## src/rtl/pc_fetch_ctrl.sv

```systemverilog
// ----------------------------------------------------------------------------
// pc_fetch_ctrl
//   Program-counter register and next-PC selection for the single-cycle
//   datapath. It holds the architectural fetch PC, and steps it sequentially
//   or redirects it to a branch/jump target. While instruction memory reports
//   BUSYWAIT the PC freezes. A redirect that arrives during that stall is
//   buffered and applied when the stall ends.
//
// Parameters
//   RESET_PC      PC value loaded on reset
//   PC_STEP       sequential increment in bytes
//
// Ports
//   CLK           in   1   clock, rising edge
//   RESET         in   1   asynchronous active-low reset
//   BUSYWAIT      in   1   instruction memory not ready, hold PC
//   BRANCH_TAKEN  in   1   beq resolved taken this cycle
//   JUMP          in   1   j instruction this cycle
//   TARGET        in   32  branch/jump target address
//   PC            out  32  current fetch address (registered)
//   PC_NEXT       out  32  value PC takes at next edge if BUSYWAIT=0
//   FETCH_VALID   out  1   PC is a live fetch address
//   REDIR_PEND    out  1   a buffered redirect is waiting
//   MISALIGN      out  1   one-cycle pulse, loaded target had raw [1:0]!=0
//   REDIR_COUNT   out  16  saturating count of applied redirects
//
// Build option
//   PC_REDIR_COUNT_EN  when defined, REDIR_COUNT is a live saturating
//                      counter. Otherwise REDIR_COUNT is tied to zero and no
//                      counter flops exist.
// ----------------------------------------------------------------------------
module pc_fetch_ctrl #(
    parameter logic [31:0] RESET_PC = 32'h0000_0000,
    parameter int          PC_STEP  = 4
) (
    input  logic        CLK,
    input  logic        RESET,
    input  logic        BUSYWAIT,
    input  logic        BRANCH_TAKEN,
    input  logic        JUMP,
    input  logic [31:0] TARGET,
    output logic [31:0] PC,
    output logic [31:0] PC_NEXT,
    output logic        FETCH_VALID,
    output logic        REDIR_PEND,
    output logic        MISALIGN,
    output logic [15:0] REDIR_COUNT
);

    localparam logic [1:0] ST_BOOT   = 2'd0;
    localparam logic [1:0] ST_RUN    = 2'd1;
    localparam logic [1:0] ST_STALL  = 2'd2;
    localparam logic [1:0] ST_STALLR = 2'd3;

    logic [1:0]  r_state;
    logic [31:0] r_pc;
    logic [31:0] r_held;
    logic        r_held_mis;   // raw low bits of the buffered target were nonzero
    logic        r_pend;
    logic        r_fetch_valid;
    logic        r_misalign;

    logic        w_redir;
    logic        w_tgt_mis;
    logic [31:0] w_tgt;
    logic [31:0] w_seq;
    logic [31:0] w_pc_next;
    logic        w_advance;    // PC updates at this edge
    logic        w_load_redir; // PC loads from TARGET or from the buffer
    logic        w_next_mis;
    logic [1:0]  w_state_nxt;

    always_comb begin
        w_redir   = BRANCH_TAKEN | JUMP;
        w_tgt     = {TARGET[31:2], 2'b00};
        w_tgt_mis = |TARGET[1:0];
        w_seq     = r_pc + 32'(PC_STEP);   // wraps modulo 2^32

        // Live redirect beats a buffered one, and a buffered one beats sequential.
        w_pc_next    = w_seq;
        w_load_redir = 1'b0;
        w_next_mis   = 1'b0;
        if (r_state == ST_BOOT) begin
            w_pc_next = r_pc;
        end else if (w_redir) begin
            w_pc_next    = w_tgt;
            w_load_redir = 1'b1;
            w_next_mis   = w_tgt_mis;
        end else if (r_pend) begin
            w_pc_next    = r_held;
            w_load_redir = 1'b1;
            w_next_mis   = r_held_mis;
        end

        w_advance = (r_state != ST_BOOT) && !BUSYWAIT;

        w_state_nxt = r_state;
        if (r_state == ST_BOOT) begin
            w_state_nxt = ST_RUN;
        end else if (!BUSYWAIT) begin
            w_state_nxt = ST_RUN;
        end else if (r_pend || w_redir) begin
            w_state_nxt = ST_STALLR;
        end else begin
            w_state_nxt = ST_STALL;
        end
    end

    always_ff @(posedge CLK or negedge RESET) begin
        if (!RESET) begin
            r_state       <= ST_BOOT;
            r_pc          <= RESET_PC;
            r_held        <= 32'h0000_0000;
            r_held_mis    <= 1'b0;
            r_pend        <= 1'b0;
            r_fetch_valid <= 1'b0;
            r_misalign    <= 1'b0;
        end else begin
            r_state    <= w_state_nxt;
            r_misalign <= 1'b0;
            if (r_state == ST_BOOT) begin
                r_fetch_valid <= 1'b1;
            end else if (BUSYWAIT) begin
                // A stalled redirect is buffered. A newer one overwrites it.
                if (w_redir) begin
                    r_held     <= w_tgt;
                    r_held_mis <= w_tgt_mis;
                    r_pend     <= 1'b1;
                end
            end else begin
                r_pc       <= w_pc_next;
                r_pend     <= 1'b0;
                r_misalign <= w_next_mis;
            end
        end
    end

`ifdef PC_REDIR_COUNT_EN
    logic [15:0] r_redir_cnt;

    always_ff @(posedge CLK or negedge RESET) begin
        if (!RESET) begin
            r_redir_cnt <= 16'h0000;
        end else if (w_advance && w_load_redir && (r_redir_cnt != 16'hFFFF)) begin
            r_redir_cnt <= r_redir_cnt + 16'h0001;
        end
    end

    assign REDIR_COUNT = r_redir_cnt;
`else
    logic w_unused_cnt;
    assign w_unused_cnt = w_advance & w_load_redir;
    assign REDIR_COUNT  = 16'h0000;
`endif

    assign PC          = r_pc;
    assign PC_NEXT     = w_pc_next;
    assign FETCH_VALID = r_fetch_valid;
    assign REDIR_PEND  = r_pend;
    assign MISALIGN    = r_misalign;

endmodule

```

## config.mk

```make
export PLATFORM = sky130hd
export DESIGN_NAME = pc_fetch_ctrl
export DESIGN_NICKNAME = d
export VERILOG_FILES = /design/src/rtl/pc_fetch_ctrl.sv
export SDC_FILE = /design/constraint.sdc
export NUM_CORES = 1
export LEC_CHECK = 0
export BUFFER_PORTS_ARGS = -buffer_cell sky130_fd_sc_hd__buf_2
export CAP_MARGIN = 20
export CORE_ASPECT_RATIO = 2
export CORE_MARGIN = 3
export CORE_UTILIZATION = 54
export CTS_CLUSTER_SIZE = 40
export DETAILED_ROUTE_END_ITERATION = 16
export PLACE_DENSITY = 0.8
export SLEW_MARGIN = 20
export SYNTH_ARGS = -nofsm -noshare
export SYNTH_HDL_FRONTEND = slang
export SYNTH_SLANG_ARGS = --single-unit
```

## constraint.sdc

```tcl
create_clock -name CLK -period 2.5 [get_ports CLK]
set_input_delay 0.5 -clock CLK [delete_from_list [all_inputs] [get_ports CLK]]
set_output_delay 0.5 -clock CLK [all_outputs]
set_load 0.05 [all_outputs]
```

==> summary.txt, run 1 <==
Logic synthesis
  – Area leader, netlist: dfrtp_1
  – Mapped Area: between 4000 and 5000 µm²
  – Yosys warns: 0
  – Avg Cell Area, Syn: about 8.6 µm²
  – Seq cells post-synth: between 60 and 70
  – Commonest cells in the netlist: dfrtp_1, nand2_1, o21ai_0
  – Synth top area share: 37.19%
  – Syn Inst Count: about 530
  – Synth cell types: 66
  – Post-synth EDFFs: 0
  – Asr flop ratio synth: between 90% and 100%
  – Most common cell in the netlist: dfrtp_1
  – Share of the yosys chip area belonging to registers: 37.19%
  – Top FF cell, synth: dfrtp_1
  – Dominant cells by area after synthesis: dfrtp_1, mux2_2, o21ai_0, a21oi_1, nand2_1

Detailed routing
  – Pre-Repair DR Iteration Count: 6
  – Via density: about 7.4
  – DR WL/cell: between 20 and 30 µm
  – WL final: approximately 23,000 µm
  – DRC: 0
  – Antenna viol nets, final: 0
  – Initial DRC count: 1,075
  – Vias: 6,171

Clocking
  – Clock sink count: just under 70
  – Number of CTS-inserted buffers: 9
  – Worst skew pair latency: 360 ps
  – CTS tree: done
  – Worst-path clk slew: roughly 60 ps
  – H-Tree Depth: 3
  – Root Driver: clkbuf_16
  – Clock Tree Buf Depth: 2

Run status
  – Status: finished, violations left
  – Failing checks: negative setup slack

Floorplan
  – Die W: between 70 and 80 µm
  – Cell Rows: 46
  – Starting density of the core: a little under three fifths
  – DIE AREA: 9681 µm²
  – Ports: 120
  – Die height: about 140 µm
  – Core area: around 8100 µm²

Placement
  – Placed insts: between 700 and 800
  – Routability cong.: 0.8981
  – IO buf count: roughly 100
  – Detailed Place HPWL: between 10,000 and 15,000 µm
  – Placed Area: about 6100 µm²
  – Setup WS pre-CTS: -120.9 ps

Final layout
  – Fillers: 308
  – Final Util: a little over 90%
  – Finished Layout Cells: roughly 840
  – Fin area: 7391 µm²
  – Area growth syn-to-layout: 61.53%
  – Nets: around 770
  – N_diodes: 0
  – Share of cells above drive strength 1: between 50% and 60%

Timing
  – Setup WS post-layout: -496.9 ps
  – Final Hold Viols: 0
  – Fmax: approximately 330 MHz
  – Unrepaired setup endpoints after global routing: true
  – Post-layout min period: about 3000 ps
  – Final Cycle Share: 119.9%
  – Worst-Margin Slew: 781.6 ps
  – Max_slew headroom: between 40 and 50%
  – Min Hold Slack: 170.6 ps
  – Final setup fails: 28
  – Final setup skew: about 8.6 ps
  – Slew Viols, Final: 0

Worst setup path
  – Crit-path max FO: 4
  – Crit end category: output port
  – Critical Path Source Type: flop
  – Worst endpoint required time: roughly 2000 ps
  – Crit path from: PC[2]
  – CP Class: reg2out
  – CP Data Arrival Time: between 2000 and 3000 ps
  – FF-to-FF Start: PC[2]

Power
  – Max VDD drop: just over 0.0006 V
  – Pleak: between 3 and 4 nW
  – Power Dens Cells: around 630 nW/µm²

Global routing
  – First-pass GRT wire length: between 30,000 and 40,000 µm
  – Total Routing Usage GR: 44.06%
  – Vias in the first global route: ~6,000
  – Largest net degree at the start of global routing: 69
  – Initial antenna violation count: 0
  – Gr ovfl total: 0

Job
  – Max Cap Viol: 0

Worst hold path
  – Hold Path Class: in2async
worst paths after layout:
path,to,slack [ps],depth (start not counted)
worst max register to register,PC[22],0,9
worst min-delay path,PC[29],170,2
worst max-delay path,PC_NEXT[14],-500,10
worst min register to register,FETCH_VALID,470,1
max in group asynchronous,PC[13],1980,2
min in group CLK,r_held[4],390,2
state kept, by name, summed over array words and instances, names as in the netlist:
signal	cells
FETCH_VALID	1
MISALIGN	1
PC	32
REDIR_PEND	1
r_held	30
r_held_mis	1
r_state	2
routing by layer:
| layer | GRT usage (%) | part of all wire (%) | vias to the layer above |
|---|---|---|---|
| li1 | - | - | 2329 |
| met1 | 49.05 | 31 | 2828 |
| met2 | 72.29 | 47 | 725 |
| met3 | 9.919 | 12 | 289 |
| met4 | 32.53 | 11 | 0 |
| met5 | 0 | 0 | - |
per-stage QoR:
stage / total power, mW / setup TNS (ps)
2_1_floorplan: 2.561 / -1210
3_3_place_gp: 2.987 / -313.8
3_5_place_dp: 3.041 / -740.3
4_1_cts: 4.399 / -4245
5_1_grt: 4.764 / -8729
6_report: 4.677 / -7130
timing repair:
action	4_1_cts	5_1_grt
hold buffers	0	0
endpoints found under the setup margin	28	30
gates resized for setup	140	36
pin swaps	40	39
buffers inserted	39	17
cells by family (layout without fill, tap and decap cells):
group / after synthesis / after routing / synth area share (%)
fa+ha+maj: 1 / 1 / 0.2734
buf+inv: 68 / 264 / 8.449
xor+xnor: 7 / 7 / 1.340
other cells: 1 / 16 / 0.08196
simple gates: 173 / 173 / 19.72
flops: 68 / 68 / 37.19
mux: 36 / 36 / 8.696
compound gates: 175 / 175 / 24.26
where the power goes:
part | internal [mW] | switching, mW | total [mW]
Clock | 0.697 | 0.517 | 1.21
Combinational | 0.710 | 1.33 | 2.04
Sequential | 1.26 | 0.161 | 1.42
layout make-up:
type | count | area [µm²] | share of cell area, %
clock inverters | 2 | 10.01 | 0.1354
well taps | 96 | 120.1 | 1.625
inverters | 8 | 33.78 | 0.4571
multi-input cells | 408 | 3402 | 46.03
repair buffers | 240 | 1837 | 24.85
flip-flops and latches | 68 | 1734 | 23.46
clock buffers | 14 | 254.0 | 3.437
placed cells by master (no fill, tap or decap), drive strengths merged, types with 4 or more instances in the layout:
cell type / instances
o211ai: 4
inv: 7
a221oi: 4
clkbuf: 17
a211oi: 4
nor3: 11
a311oi: 4
nand3: 18
nor4: 5
mux2: 30
nand2: 54
buf: 237
xnor2: 5
o21ai: 52
or2: 5
and3: 4
a21boi: 5
or4: 6
conb: 16
a2bb2oi: 7
dfrtp: 68
o22ai: 4
mux2i: 6
or3: 4
nor2: 46
a21oi: 48
a31oi: 11
nand4: 9
worst max-delay path, cell delays in order (launching register included):
cell and delay, ps:
dfrtp_2 400, ha_4 140, nand4_1 120, buf_6 170
buf_4 140, buf_4 140, o31ai_1 380, a311oi_2 160
a21oi_2 220, a21oi_4 90, buf_6 170
Power figures use the tool's default switching activity.
==> run 2, diff against run 1 <==
Settings changed: ABC_AREA set to 1.
==> run 2 against run 1 <==
  * The flow still finishes with violations (negative setup slack)
  * Final cell count is 7.2% higher
  * Final area decreased by 18%
  * Maximum frequency increased by 16%
==> summary.txt, run 2 <==
Logic synthesis
  – Area leader, netlist: dfrtp_1 (unchanged)
  – Commonest cells in the netlist: nand2_1, inv_1, dfrtp_1 (was dfrtp_1, nand2_1, o21ai_0)
  – Mux contribution to synthesized area: 0% (was 8.696%)
  – Compound-gate portion of the synthesized area: 17.98% (was 24.25%)
  – Synth top area share: 37.27% (was 37.19%)
  – Synth cell types: 35 (was 66)
  – Top FF cell, synth: dfrtp_1 (unchanged)
  – Adder-cell share of the synthesized area: 0.2740% (was 0.2734%)
  – Share of the yosys chip area belonging to registers: 37.27% (was 37.19%)
  – Yosys warns: 0 (unchanged)
  – Seq cells post-synth: 68 (unchanged)
  – Dominant cells by area after synthesis: dfrtp_1, nand2_1, inv_1, a21oi_1, nand3_1 (was dfrtp_1, mux2_2, o21ai_0, a21oi_1, nand2_1)
  – XOR/XNOR Fraction of Synth Area: 0.1918% (was 1.340%)
  – Avg Cell Area, Syn: 6.794 µm² (was 8.650 µm²)
  – Most common cell in the netlist: nand2_1 (was dfrtp_1)
  – Asr flop ratio synth: 100.0% (unchanged)
  – Largest family of logic cells by synthesized area: simple AND/OR/NAND/NOR gates (was compound AO/OA/AOI/OAI gates)
  – Post-synth EDFFs: 0 (unchanged)
  – Synth Area in Simple Gates: 29.84% (was 19.72%)
  – Syn Inst Count: 672 (was 529)
  – Mapped Area: 4566 µm² (was 4576 µm²)

Detailed routing
  – Pre-Repair DR Iteration Count: 7 (was 6)
  – DRC: 0 (unchanged)
  – DR WL/cell: 17.86 µm (was 28.11 µm)
  – Vias: 5,213 (was 6,171)
  – Via density: 5.818 (was 7.382)
  – Initial DRC count: 433 (was 1,075)
  – Antenna viol nets, final: 0 (unchanged)
  – WL final: 16,010 µm (was 23,500 µm)

Clocking
  – Worst skew pair latency: 350 ps (was 360 ps)
  – Clock sink count: 68 (unchanged)
  – Hold Buf Count CTS: 0 (unchanged)
  – Worst-path clk slew: 50 ps (was 60 ps)
  – Number of CTS-inserted buffers: 9 (unchanged)
  – Root Driver: clkbuf_16 (unchanged)
  – CTS tree: done (unchanged)
  – H-Tree Depth: 3 (unchanged)
  – Clock Tree Buf Depth: 2 (unchanged)

Final layout
  – Area growth syn-to-layout: 32.23% (was 61.53%)
  – N_diodes: 0 (unchanged)
  – Share of cells above drive strength 1: 31.25% (was 58.51%)
  – Commonest cells after routing, fill and taps aside: nand2_1, inv_1, buf_2 (was buf_4, buf_2, nand2_1)
  – Nets: 835 (was 773)
  – Fin area: 6037 µm² (was 7391 µm²)
  – Most common cell after layout, fill and taps aside: nand2_1 (was buf_4)
  – Final Util: 74.92% (was 91.07%)
  – Finished Layout Cells: 896 (was 836)
  – Max reg flops: 32 (unchanged)

Worst setup path
  – CP Class: reg2out (unchanged)
  – Critical Path Source Type: flop (unchanged)
  – Crit-path max FO: 5 (was 4)
  – CP Data Arrival Time: 2080 ps (was 2500 ps)
  – Worst endpoint required time: 2000 ps (about the same)
  – Crit end category: output port (unchanged)

Timing
  – Slew Viols, Final: 0 (unchanged)
  – Worst-Margin Slew: 673.7 ps (was 781.6 ps)
  – Final Cycle Share: 103.0% (was 119.9%)
  – Final setup skew: 6.754 ps (was 8.560 ps)
  – Fmax: 388.2 MHz (was 333.7 MHz)
  – Final setup fails: 16 (was 28)
  – Max_slew headroom: 54.81% (was 47.49%)
  – Final Hold Viols: 0 (unchanged)
  – Unrepaired setup endpoints after global routing: true (unchanged)
  – Post-layout min period: 2576 ps (was 2997 ps)
  – Setup WS post-layout: -76.03 ps (was -496.9 ps)

Run status
  – Failing checks: negative setup slack (unchanged)
  – Status: finished, violations left (unchanged)

Power
  – Power, Total: 4.201 mW (was 4.677 mW)
  – Cell-internal power: 2.495 mW (was 2.667 mW)
  – Power Dens Cells: 695.9 nW/µm² (was 632.9 nW/µm²)
  – Max VDD drop: 0.0005092 V (was 0.0006081 V)
  – Sequential power share: 32.5% (was 30.4%)
  – Clock Power Share: 30.6% (was 26.0%)
  – Sw Share: 40.62% (was 42.98%)
  – Combinational power share: 36.9% (was 43.7%)
  – Pleak: 3.105 nW (was 3.211 nW)
  – Total net switching power: 1.707 mW (was 2.010 mW)

Floorplan
  – Die height: 136.0 µm (was 136.2 µm)
  – Ports: 120 (unchanged)
  – Starting density of the core: 56.66% (was 56.38%)
  – Core area: 8058 µm² (was 8115 µm²)
  – Cell Rows: 46 (unchanged)
  – Die W: 71.02 µm (was 71.09 µm)
  – DIE AREA: 9661 µm² (was 9681 µm²)

Worst hold path
  – Hold Path Class: in2async (unchanged)

Placement
  – Placed Area: 5273 µm² (was 6065 µm²)
  – IO buf count: 103 (unchanged)
  – Detailed Place HPWL: 11,360 µm (was 11,400 µm)
  – Placed insts: 857 (was 772)
  – Routability cong.: 0.9719 (was 0.8981)

Global routing
  – Vias in the first global route: 5,093 (was 6,081)
  – Initial antenna violation count: 0 (unchanged)
  – Largest net degree at the start of global routing: 69 (unchanged)
  – Gr ovfl total: 0 (unchanged)
  – First-pass GRT wire length: 24,560 µm (was 32,530 µm)
  – Total Routing Usage GR: 32.98% (was 44.06%)

Job
  – Max Cap Viol: 0 (unchanged)
run 2: power groups by stage:
| stage | Combinational, mW | Sequential (mW) | Clock [mW] |
|---|---|---|---|
| after global routing | 1.66 | 1.37 | 1.32 |
| after global placement | 1.35 | 1.37 | 0 |
| after detailed placement | 1.38 | 1.37 | 0 |
| after floorplan | 0.809 | 1.58 | 0 |
| after CTS | 1.47 | 1.36 | 1.28 |
| final | 1.55 | 1.36 | 1.29 |
run 2: logic make-up (layout without fill, tap and decap cells):
group	Yosys count	count (layout)
other	1	16
flip-flops	68	68
AO/OA/AOI/OAI	148	148
adder cells (fa/ha/maj)	1	1
XOR/XNOR	1	1
buffers and inverters	147	260
AND/OR/NAND/NOR	306	306
run 2: area by class of cell:
| cell class | count | area (µm²) |
|---|---|---|
| clock buffer | 12 | 256.5 |
| fill | 642 | 2021 |
| tap | 96 | 120.1 |
| timing repair buffer | 143 | 991.0 |
| sequential | 68 | 1718 |
| inverter | 103 | 387.9 |
| clock inverter | 2 | 35.03 |
| multi-input combinational | 472 | 2529 |
run 2: critical path, stage by stage (launching register included):
cell	delay (ps)
dfrtp_2	420
ha_4	170
nand2_4	60
nor2_4	150
nand2_4	100
nor2_4	210
nand2_2	90
nand3_2	80
nand2_2	60
a22oi_2	190
buf_6	190
run 2: timing repair:
action / 4_1_cts / 5_1_grt
endpoints found under the setup margin: 25 / 26
setup buffers: 15 / 10
pin swaps: 9 / 25
gates resized for setup: 48 / 48
run 2: path summary, 6_finish.rpt:
| path | start | endpoint | slack [ps] | cells past startpoint |
|---|---|---|---|---|
| worst max-delay path | PC[3] | PC_NEXT[18] | -80 | 10 |
| worst min-delay path | RESET | r_held[20] | 150 | 2 |
| worst max register to register | PC[3] | PC[26] | -50 | 19 |
| worst min register to register | FETCH_VALID | FETCH_VALID | 470 | 1 |
| max in group asynchronous | RESET | PC[8] | 1980 | 2 |
| min in group CLK | TARGET[23] | r_held[23] | 380 | 3 |
run 2: metal layers:
layer | up-vias | global-route usage [%] | wire length, µm | part of all wire, %
met1 | 2421 | 32.18 | 4957 | 31
met5 | - | 0 | 0 | 0
met2 | 322 | 59.62 | 8610 | 54
li1 | 2373 | - | - | -
met4 | 0 | 26.99 | 1377 | 8.6
met3 | 97 | 4.737 | 1061 | 6.6
run 2: stage by stage:
stage	setup WS [ps]	hold WS, ps	setup TNS [ps]
final	-76.03	154.1	-645.2
after global routing	-150.0	212.4	-1908
after CTS	-35.08	199.5	-41.01
after detailed placement	197.3	459.9	0
after global placement	227.5	451.4	0
after floorplan	6.045	204.4	0
